File: src/rtl/perf_counter_bank_pkg.sv
// Shared register map, CFG field positions and helpers for the performance counter bank.
package perf_counter_bank_pkg;

  localparam logic [7:0] OffCtrl      = 8'h00;
  localparam logic [7:0] OffStatus    = 8'h04;
  localparam logic [7:0] OffId        = 8'h08;
  localparam logic [7:0] OffCntBase   = 8'h20;
  localparam logic [7:0] OffCntStride = 8'h10;

  // Register offsets inside one counter window
  localparam logic [3:0] OffCfg = 4'h0;
  localparam logic [3:0] OffLo  = 4'h4;
  localparam logic [3:0] OffHi  = 4'h8;

  localparam int unsigned CtrlEnBit     = 0;
  localparam int unsigned CtrlFreezeBit = 1;

  localparam int unsigned CfgEnBit   = 0;
  localparam int unsigned CfgModeBit = 1;
  localparam int unsigned CfgSelLsb  = 4;
  localparam int unsigned CfgSelMsb  = 7;
  localparam int unsigned CfgIrqBit  = 8;

  localparam logic [7:0] IdVersion = 8'h01;

  typedef struct packed {
    logic       irq_en;
    logic [3:0] sel;
    logic       mode;
    logic       en;
  } cnt_cfg_t;

  // Address bits [7:4] that select counter idx
  function automatic logic [3:0] cnt_slot(input int unsigned idx);
    return 4'(idx + 32'(OffCntBase >> 4));
  endfunction

endpackage

File: src/rtl/perf_counter_bank_if.sv
// MMIO bus and interrupt between the core's decode and the counter bank.
interface perf_counter_bank_if;
  logic [31:0] addr;
  logic [31:0] wdata;
  logic        wen;
  logic        ren;
  logic [31:0] rdata;
  logic        irq;

  modport master (output addr, output wdata, output wen, output ren, input rdata, input irq);
  modport slave  (input addr, input wdata, input wen, input ren, output rdata, output irq);
endinterface

File: src/rtl/perf_counter_bank_slice.sv
// One counter: CFG register, CNT_WIDTH-bit counter, HI read shadow and wrap detection.
module perf_counter_bank_slice
  import perf_counter_bank_pkg::*;
#(
  parameter int unsigned CNT_WIDTH = 32
) (
  input  logic        clk,
  input  logic        rst,
  input  logic        count_en,
  input  logic [15:0] events,
  input  logic [15:0] events_prev,
  input  logic        cfg_we,
  input  logic        lo_we,
  input  logic        hi_we,
  input  logic        lo_re,
  input  logic [31:0] wdata,
  output logic [31:0] cfg_rd,
  output logic [31:0] lo_rd,
  output logic [31:0] hi_rd,
  output logic        irq_en,
  output logic        ovf
);

  cnt_cfg_t             cfg_q, cfg_d;
  logic [CNT_WIDTH-1:0] cnt_q, cnt_d;
  logic [31:0]          shadow_q;
  logic [63:0]          cnt_ext, cnt_wr;
  logic                 sel_event, inc;

  assign cnt_ext = 64'(cnt_q);

  // Events vectors are zero-padded to 16, so an out-of-range select never fires
  assign sel_event = cfg_q.mode ? (events[cfg_q.sel] & ~events_prev[cfg_q.sel])
                                : events[cfg_q.sel];
  assign inc = count_en & cfg_q.en & sel_event;

  always_comb begin
    cfg_d = cfg_q;
    if (cfg_we) begin
      cfg_d.en     = wdata[CfgEnBit];
      cfg_d.mode   = wdata[CfgModeBit];
      cfg_d.sel    = wdata[CfgSelMsb:CfgSelLsb];
      cfg_d.irq_en = wdata[CfgIrqBit];
    end
  end

  always_comb begin
    cnt_wr = cnt_ext;
    if (lo_we) cnt_wr[31:0]  = wdata;
    if (hi_we) cnt_wr[63:32] = wdata;
    cnt_d = cnt_q;
    ovf   = 1'b0;
    // A register write wins over an increment; the increment is dropped
    if (lo_we || hi_we) begin
      cnt_d = cnt_wr[CNT_WIDTH-1:0];
    end else if (inc) begin
      cnt_d = cnt_q + CNT_WIDTH'(1);
      ovf   = &cnt_q;
    end
  end

  always_ff @(posedge clk or negedge rst) begin
    if (!rst) begin
      cfg_q    <= '0;
      cnt_q    <= '0;
      shadow_q <= '0;
    end else begin
      cfg_q <= cfg_d;
      cnt_q <= cnt_d;
      if (lo_re) shadow_q <= cnt_ext[63:32];
    end
  end

  assign cfg_rd = {23'd0, cfg_q.irq_en, cfg_q.sel, 2'b00, cfg_q.mode, cfg_q.en};
  assign lo_rd  = cnt_ext[31:0];
  assign hi_rd  = shadow_q;
  assign irq_en = cfg_q.irq_en;

endmodule

File: src/rtl/perf_counter_bank.sv
// Memory-mapped bank of NUM_CNT event counters with sticky overflow status and an interrupt.
module perf_counter_bank
  import perf_counter_bank_pkg::*;
#(
  parameter int unsigned NUM_CNT    = 4,
  parameter int unsigned CNT_WIDTH  = 32,
  parameter int unsigned NUM_EVENTS = 8,
  parameter logic [31:0] BASE_ADDR  = 32'h8000_0100
) (
  input  logic                  clk,
  input  logic                  rst,
  input  logic [NUM_EVENTS-1:0] events,
  perf_counter_bank_if.slave    bus
);

  logic               hit;
  logic [7:0]         off;
  logic [3:0]         slot, sub;
  logic [1:0]         ctrl_q, ctrl_d;
  logic [NUM_CNT-1:0] status_q, status_d, w1c, ovf, irq_en;
  logic [15:0]        ev_ext, ev_prev_q;
  logic [31:0]        rd_mux, rdata_q, id_word;
  logic               irq_q, count_en;
  logic [31:0]        cfg_rd [NUM_CNT];
  logic [31:0]        lo_rd  [NUM_CNT];
  logic [31:0]        hi_rd  [NUM_CNT];

  assign hit      = (bus.addr[31:8] == BASE_ADDR[31:8]);
  assign off      = bus.addr[7:0];
  assign slot     = off[7:4];
  assign sub      = off[3:0];
  assign ev_ext   = 16'(events);
  assign count_en = ctrl_q[CtrlEnBit] & ~ctrl_q[CtrlFreezeBit];
  assign id_word  = {8'(NUM_CNT), 8'(NUM_EVENTS), 8'(CNT_WIDTH), IdVersion};

  for (genvar g = 0; g < NUM_CNT; g++) begin : g_cnt
    logic cnt_hit;
    assign cnt_hit = hit & (slot == cnt_slot(g));

    perf_counter_bank_slice #(
      .CNT_WIDTH (CNT_WIDTH)
    ) u_slice (
      .clk         (clk),
      .rst         (rst),
      .count_en    (count_en),
      .events      (ev_ext),
      .events_prev (ev_prev_q),
      .cfg_we      (bus.wen & cnt_hit & (sub == OffCfg)),
      .lo_we       (bus.wen & cnt_hit & (sub == OffLo)),
      .hi_we       (bus.wen & cnt_hit & (sub == OffHi)),
      .lo_re       (bus.ren & cnt_hit & (sub == OffLo)),
      .wdata       (bus.wdata),
      .cfg_rd      (cfg_rd[g]),
      .lo_rd       (lo_rd[g]),
      .hi_rd       (hi_rd[g]),
      .irq_en      (irq_en[g]),
      .ovf         (ovf[g])
    );
  end

  always_comb begin
    ctrl_d = ctrl_q;
    w1c    = '0;
    if (bus.wen && hit && off == OffCtrl)   ctrl_d = bus.wdata[1:0];
    if (bus.wen && hit && off == OffStatus) w1c    = bus.wdata[NUM_CNT-1:0];
    // A fresh overflow beats a coincident clear
    status_d = (status_q & ~w1c) | ovf;
  end

  always_comb begin
    rd_mux = '0;
    if (hit) begin
      if (slot < 4'd2) begin
        case (off)
          OffCtrl:   rd_mux = 32'(ctrl_q);
          OffStatus: rd_mux = 32'(status_q);
          OffId:     rd_mux = id_word;
          default:   rd_mux = '0;
        endcase
      end else begin
        for (int i = 0; i < NUM_CNT; i++) begin
          if (slot == cnt_slot(i)) begin
            case (sub)
              OffCfg:  rd_mux = cfg_rd[i];
              OffLo:   rd_mux = lo_rd[i];
              OffHi:   rd_mux = hi_rd[i];
              default: rd_mux = '0;
            endcase
          end
        end
      end
    end
  end

  always_ff @(posedge clk or negedge rst) begin
    if (!rst) begin
      ctrl_q    <= '0;
      status_q  <= '0;
      ev_prev_q <= '0;
      rdata_q   <= '0;
      irq_q     <= 1'b0;
    end else begin
      ctrl_q    <= ctrl_d;
      status_q  <= status_d;
      ev_prev_q <= ev_ext;
      rdata_q   <= bus.ren ? rd_mux : '0;
      irq_q     <= |(status_q & irq_en);
    end
  end

  assign bus.rdata = rdata_q;
  assign bus.irq   = irq_q;

endmodule

File: src/flat_wrapper.sv
// flat-port wrapper written by rule: the top's interface ports become plain ports
module perf_counter_bank_flat import perf_counter_bank_pkg::*;
#(
  parameter int unsigned NUM_CNT    = 4,
  parameter int unsigned CNT_WIDTH  = 32,
  parameter int unsigned NUM_EVENTS = 8,
  parameter logic [31:0] BASE_ADDR  = 32'h8000_0100
)
  (clk, rst, events, bus_addr, bus_wdata, bus_wen, bus_ren, bus_rdata, bus_irq);
  perf_counter_bank_if bus_i ();
  input  logic clk;
  input  logic rst;
  input  logic [NUM_EVENTS-1:0] events;
  input wire logic [$bits(bus_i.addr)-1:0] bus_addr;
  input wire logic [$bits(bus_i.wdata)-1:0] bus_wdata;
  input wire logic [$bits(bus_i.wen)-1:0] bus_wen;
  input wire logic [$bits(bus_i.ren)-1:0] bus_ren;
  output wire logic [$bits(bus_i.rdata)-1:0] bus_rdata;
  output wire logic [$bits(bus_i.irq)-1:0] bus_irq;
  assign bus_i.addr = bus_addr;
  assign bus_i.wdata = bus_wdata;
  assign bus_i.wen = bus_wen;
  assign bus_i.ren = bus_ren;
  assign bus_rdata = bus_i.rdata;
  assign bus_irq = bus_i.irq;
  perf_counter_bank #(.NUM_CNT(NUM_CNT), .CNT_WIDTH(CNT_WIDTH), .NUM_EVENTS(NUM_EVENTS), .BASE_ADDR(BASE_ADDR)) u_core (.clk(clk), .rst(rst), .events(events), .bus(bus_i));
endmodule
File: config.mk
export PLATFORM = sky130hd
export DESIGN_NAME = perf_counter_bank_flat
export DESIGN_NICKNAME = d
export VERILOG_FILES = /design/src/rtl/perf_counter_bank_pkg.sv /design/src/rtl/perf_counter_bank_if.sv /design/src/rtl/perf_counter_bank_slice.sv /design/src/rtl/perf_counter_bank.sv /design/src/flat_wrapper.sv
export SDC_FILE = /design/constraint.sdc
export NUM_CORES = 1
export LEC_CHECK = 0
export BUFFER_PORTS_ARGS = -buffer_cell sky130_fd_sc_hd__buf_2
export CORE_MARGIN = 1.5
export CORE_UTILIZATION = 43
export CTS_CLUSTER_SIZE = 40
export DETAILED_ROUTE_END_ITERATION = 8
export MAX_ROUTING_LAYER = met4
export PLACE_DENSITY = 0.62
export RECOVER_POWER = 50
export SETUP_SLACK_MARGIN = 0.4
export SYNTH_ARGS = -nofsm -noshare
export SYNTH_HDL_FRONTEND = slang
export SYNTH_SLANG_ARGS = --single-unit
File: constraint.sdc
create_clock -name clk -period 5.4 [get_ports clk]
set_input_delay 1.62 -clock clk [delete_from_list [all_inputs] [get_ports clk]]
set_output_delay 1.62 -clock clk [all_outputs]
set_load 0.03 [all_outputs]
==> summary.md <==
For this design, the CTS-stage hold fixing added 0 buffers. After floorplanning, the core was sized to cover 28,900 µm². The number of nets in the synthesized netlist is 1,560. The synthesized design devotes to its leading area cell type 39.9% of total area.

The run gives 5760 ps as the data required time at the worst endpoint. The post-route fraction of the period consumed by the critical path was 70.7%; the total routing usage reported by global routing was 31.5%. For the maximum clock path buffer count, the log shows 3. For the pin with the worst max-slew slack, the measured transition is 2620 ps.

The run gives 1580 ps as the final worst setup slack. Timing analysis after detailed placement gives a worst setup slack of 1090 ps. The synthesized instance count came out at 1,480. The worst setup path is launched from a primary input.

The run gives 530 ps as the clock insertion delay at the later pin of the skew report. After floorplanning, the core was divided into 62 placement rows. In this run the post-CTS setup repair buffer count came out at 0. The largest fanout on the critical path was 47; the via count was 12,800.

The total of warnings raised by yosys was 0; the maximum vdd ir drop was 0.000205 V. After detailed routing, the average wire length per cell comes to 24.2 µm. The total power divided by cell area was 231 nW/µm². The checks that failed: max-capacitance violations, max-slew violations. The count of unique library cells instantiated by Yosys is 76. The final setup skew is 17.3 ps, and the placed wire-length estimate is 34.2 mm. In this run, post-CTS repair resized a total of 0 instances. The y dimension of the die is 175 µm. Counting flops and latches in the post-synthesis netlist gives 203. 0 antenna diodes ended up in the layout.

The via count normalized by instance count is 6.60. TritonCTS created 25 clock buffers. In the routed design, unresolved DRC markers number 0. The worst endpoint data arrival time came out at 4180 ps. The clock edge transition at the registers on the reported setup and hold paths is 60 ps. The final layout contains routed wiring with a total length of 47.0 mm.

In the synthesized netlist the async set-or-reset flop fraction comes to 100%. For this run the aggregate overflow at the end of global routing stands at 0. Share of post-route cells with drive strength above 1: 16.1%.

The number of pins with negative max-slew slack in the final report came out at 98. The worst path in the final design needs a cycle of 3820 ps, including I/O delays and setup. The area added between synthesis and finish was 12.8%. From left edge to right edge, the die measures 175 µm. Including well taps, the total number of placed cells is 1,902.

The count of cells in the finished layout, fillers not included, comes to 1,945. The via count of the first global-routing pass was 12,000. Sorting the synthesized cells by area gives the leading types as sky130_fd_sc_hd__dfrtp_1 (40%), sky130_fd_sc_hd__a21oi_1 (7.1%), sky130_fd_sc_hd__o21ai_0 (4.7%). Entering global routing, the biggest net connects 99 pins. The cell taking the most area after synthesis is sky130_fd_sc_hd__dfrtp_1. The logs give 30,700 µm² for the full die area and 1,533 for the violation count after the first detailed-route iteration.

The synthesized design contains 0 enable-type register cells. For this run, the register share of the synthesized area comes to 39.9%. The final-report hold violation count was 0; the cell area after synthesis was 12,700 µm².

The tools report the level count of the clock H-tree as 1. The maximum frequency from static timing analysis was 262 MHz. The tools report the headroom to the max-slew limit as -74.4%.

The root buffer cell chosen for the clock tree is sky130_fd_sc_hd__clkbuf_16. The number of maximum-capacitance violations was 1. The flow ran to the end, but the final reports show violations. For this design the top-level I/O count stands at 109. For this run, the detailed router's first-pass iteration total came to 5.

In this run the static leakage power is 5.88 nW. The worst setup path is captured at a flip-flop. The kind of path behind the tightest hold check is reg -> reg. The mean area per synthesized cell is 8.61 µm². The run gives 203 as the number of sinks handled by clock tree synthesis. In the synthesized netlist the dominant register cell turns out to be sky130_fd_sc_hd__dfrtp_1. The tools report the setup violation total in the final timing report as 0. The first global-routing pass estimated 72.6 mm of wire.

The type of the setup path with the least slack is in -> reg. The run gives 0 as the number of nets still failing antenna checks after routing. The tools report the net count reported at finish as 1,625.

TritonCTS built the clock tree. Setup repair after global routing left no endpoint under its margin. The run gives 0 as the number of antenna violations at the first check in global routing.

For this configuration, the core starts out at a cell density of 44.0%. Buffers placed on the I/O ports in this run total 108. At the end of routability-driven placement, the weighted congestion stood at 0.977. After routing, the total negative slack on setup checks comes to 0 ps.
-- sequential cells by signal, indices dropped and copies added, names as in the netlist --
signal and cells:
u_core.g_cnt.u_slice.lo_rd 128, u_core.bus.rdata 32, u_core.g_cnt.u_slice.cfg_rd 24, u_core.ev_prev_q 8
u_core.g_cnt.u_slice.irq_en 4, u_core.status_q 4, u_core.ctrl_q 2, u_core.bus.irq 1
-- placed cells by master, fill, tap and decap left out, drive strengths merged, types with 4 or more instances in the layout --
cell type  count
a21oi        180
nand2b         9
a31oi          7
nand2        121
o2bb2ai        4
nor3          43
nand4         52
a21o          11
a21bo          4
nor2         113
and4          20
dfrtp        203
nor4          14
a22oi         20
or3            9
a22o           9
mux2          31
mux2i         39
clkbuf        53
and2          19
o211ai        10
nand3         60
nor2b         10
inv           19
or2           16
buf          126
o22ai         64
a221oi        40
and3          26
nor4b          8
a31o          13
nand3b         8
mux4           8
a211oi         9
o21bai         6
ha             4
o21ai        124
-- cell type report --
class | instances | area [µm²]
timing repair buffer | 142 | 802
inverter | 19 | 71.3
clock buffer | 37 | 711
fill | 2735 | 14600
sequential | 203 | 5080
tap | 384 | 480
multi-input combinational | 1154 | 7170
clock inverter | 6 | 60.1
-- per-layer routing --
metal | up-vias | share of wire, % | global-route usage [%]
met2 | 705 | 44 | 46.1
li1 | 5785 | - | -
met5 | - | 0 | -
met3 | 99 | 10 | 5.48
met4 | 0 | 3.3 | 9.54
met1 | 6252 | 43 | 44.5
-- Yosys cell counts (10+ instances only) --
master and number:
sky130_fd_sc_hd__and3_1 26, sky130_fd_sc_hd__mux2i_1 39, sky130_fd_sc_hd__clkbuf_1 68, sky130_fd_sc_hd__nor4_1 14, sky130_fd_sc_hd__nor3_1 41, sky130_fd_sc_hd__inv_1 19
sky130_fd_sc_hd__a31o_2 13, sky130_fd_sc_hd__buf_2 21, sky130_fd_sc_hd__a21o_1 11, sky130_fd_sc_hd__nor2_1 108, sky130_fd_sc_hd__o211ai_1 10, sky130_fd_sc_hd__and4_1 20
sky130_fd_sc_hd__and2_1 19, sky130_fd_sc_hd__nand4_1 51, sky130_fd_sc_hd__mux2_2 31, sky130_fd_sc_hd__nand2_1 121, sky130_fd_sc_hd__nor2b_1 10, sky130_fd_sc_hd__a22oi_1 20
sky130_fd_sc_hd__o21ai_0 120, sky130_fd_sc_hd__dfrtp_1 203, sky130_fd_sc_hd__a221oi_1 40, sky130_fd_sc_hd__or2_2 16, sky130_fd_sc_hd__a21oi_1 180, sky130_fd_sc_hd__nand3_1 60
sky130_fd_sc_hd__o22ai_1 64
-- metrics by stage --
| step | hold slack, ps | total power, mW | utilization, % | area [µm²] |
|---|---|---|---|---|
| 6_report | 541 | 3.33 | 49.7 | 14400 |
| 5_1_grt | 548 | 3.42 | 49.7 | 14400 |
| 3_5_place_dp | 524 | 1.73 | 47.1 | 13600 |
| 2_1_floorplan | 464 | 1.61 | - | 12700 |
| 4_1_cts | 535 | 3.34 | 49.8 | 14400 |
| 3_3_place_gp | 505 | 1.73 | 47.1 | 13600 |
-- worst max-delay path, stage by stage --
cell and delay, ps:
sky130_fd_sc_hd__buf_2 100, sky130_fd_sc_hd__nor4b_1 570, sky130_fd_sc_hd__and2_1 410, sky130_fd_sc_hd__and4_1 650
sky130_fd_sc_hd__o21ai_4 430, sky130_fd_sc_hd__a21oi_1 280, sky130_fd_sc_hd__a21oi_1 60
-- report_power, final --
group | internal, mW | total [mW] | switching (mW)
logic | 0.0462 | 0.173 | 0.127
clock network | 0.950 | 1.62 | 0.673
registers | 1.52 | 1.53 | 0.00422
total | 2.52 | 3.33 | 0.804
-- cells by family after synthesis --
family | after synthesis | share of synthesized area, %
AOI/OAI and AO/OA | 527 | 25.9
xor gates and xnor gates | 2 | 0.138
adders and majority gates | 4 | 0.393
buffers and inverters | 123 | 4.22
DFF | 203 | 39.9
muxes | 78 | 7.22
and+or+nand+nor | 543 | 22.3
-- worst paths after layout --
path,cells after the start,end,start,slack [ps]
max,7,u_core.g_cnt[1].u_slice.lo_rd[23],bus_addr[25],1580
min,1,u_core.g_cnt[0].u_slice.cfg_rd[7],u_core.g_cnt[0].u_slice.cfg_rd[7],540
max reg2reg,6,u_core.g_cnt[1].u_slice.lo_rd[7],u_core.g_cnt[1].u_slice.cfg_rd[4],2070
min reg2reg,1,u_core.g_cnt[0].u_slice.cfg_rd[7],u_core.g_cnt[0].u_slice.cfg_rd[7],540
max in group asynchronous,2,u_core.g_cnt[0].u_slice.lo_rd[23],rst,1970
min in group asynchronous,1,u_core.g_cnt[1].u_slice.cfg_rd[4],rst,1920
Note: power is estimated with default switching activity, not from simulation.
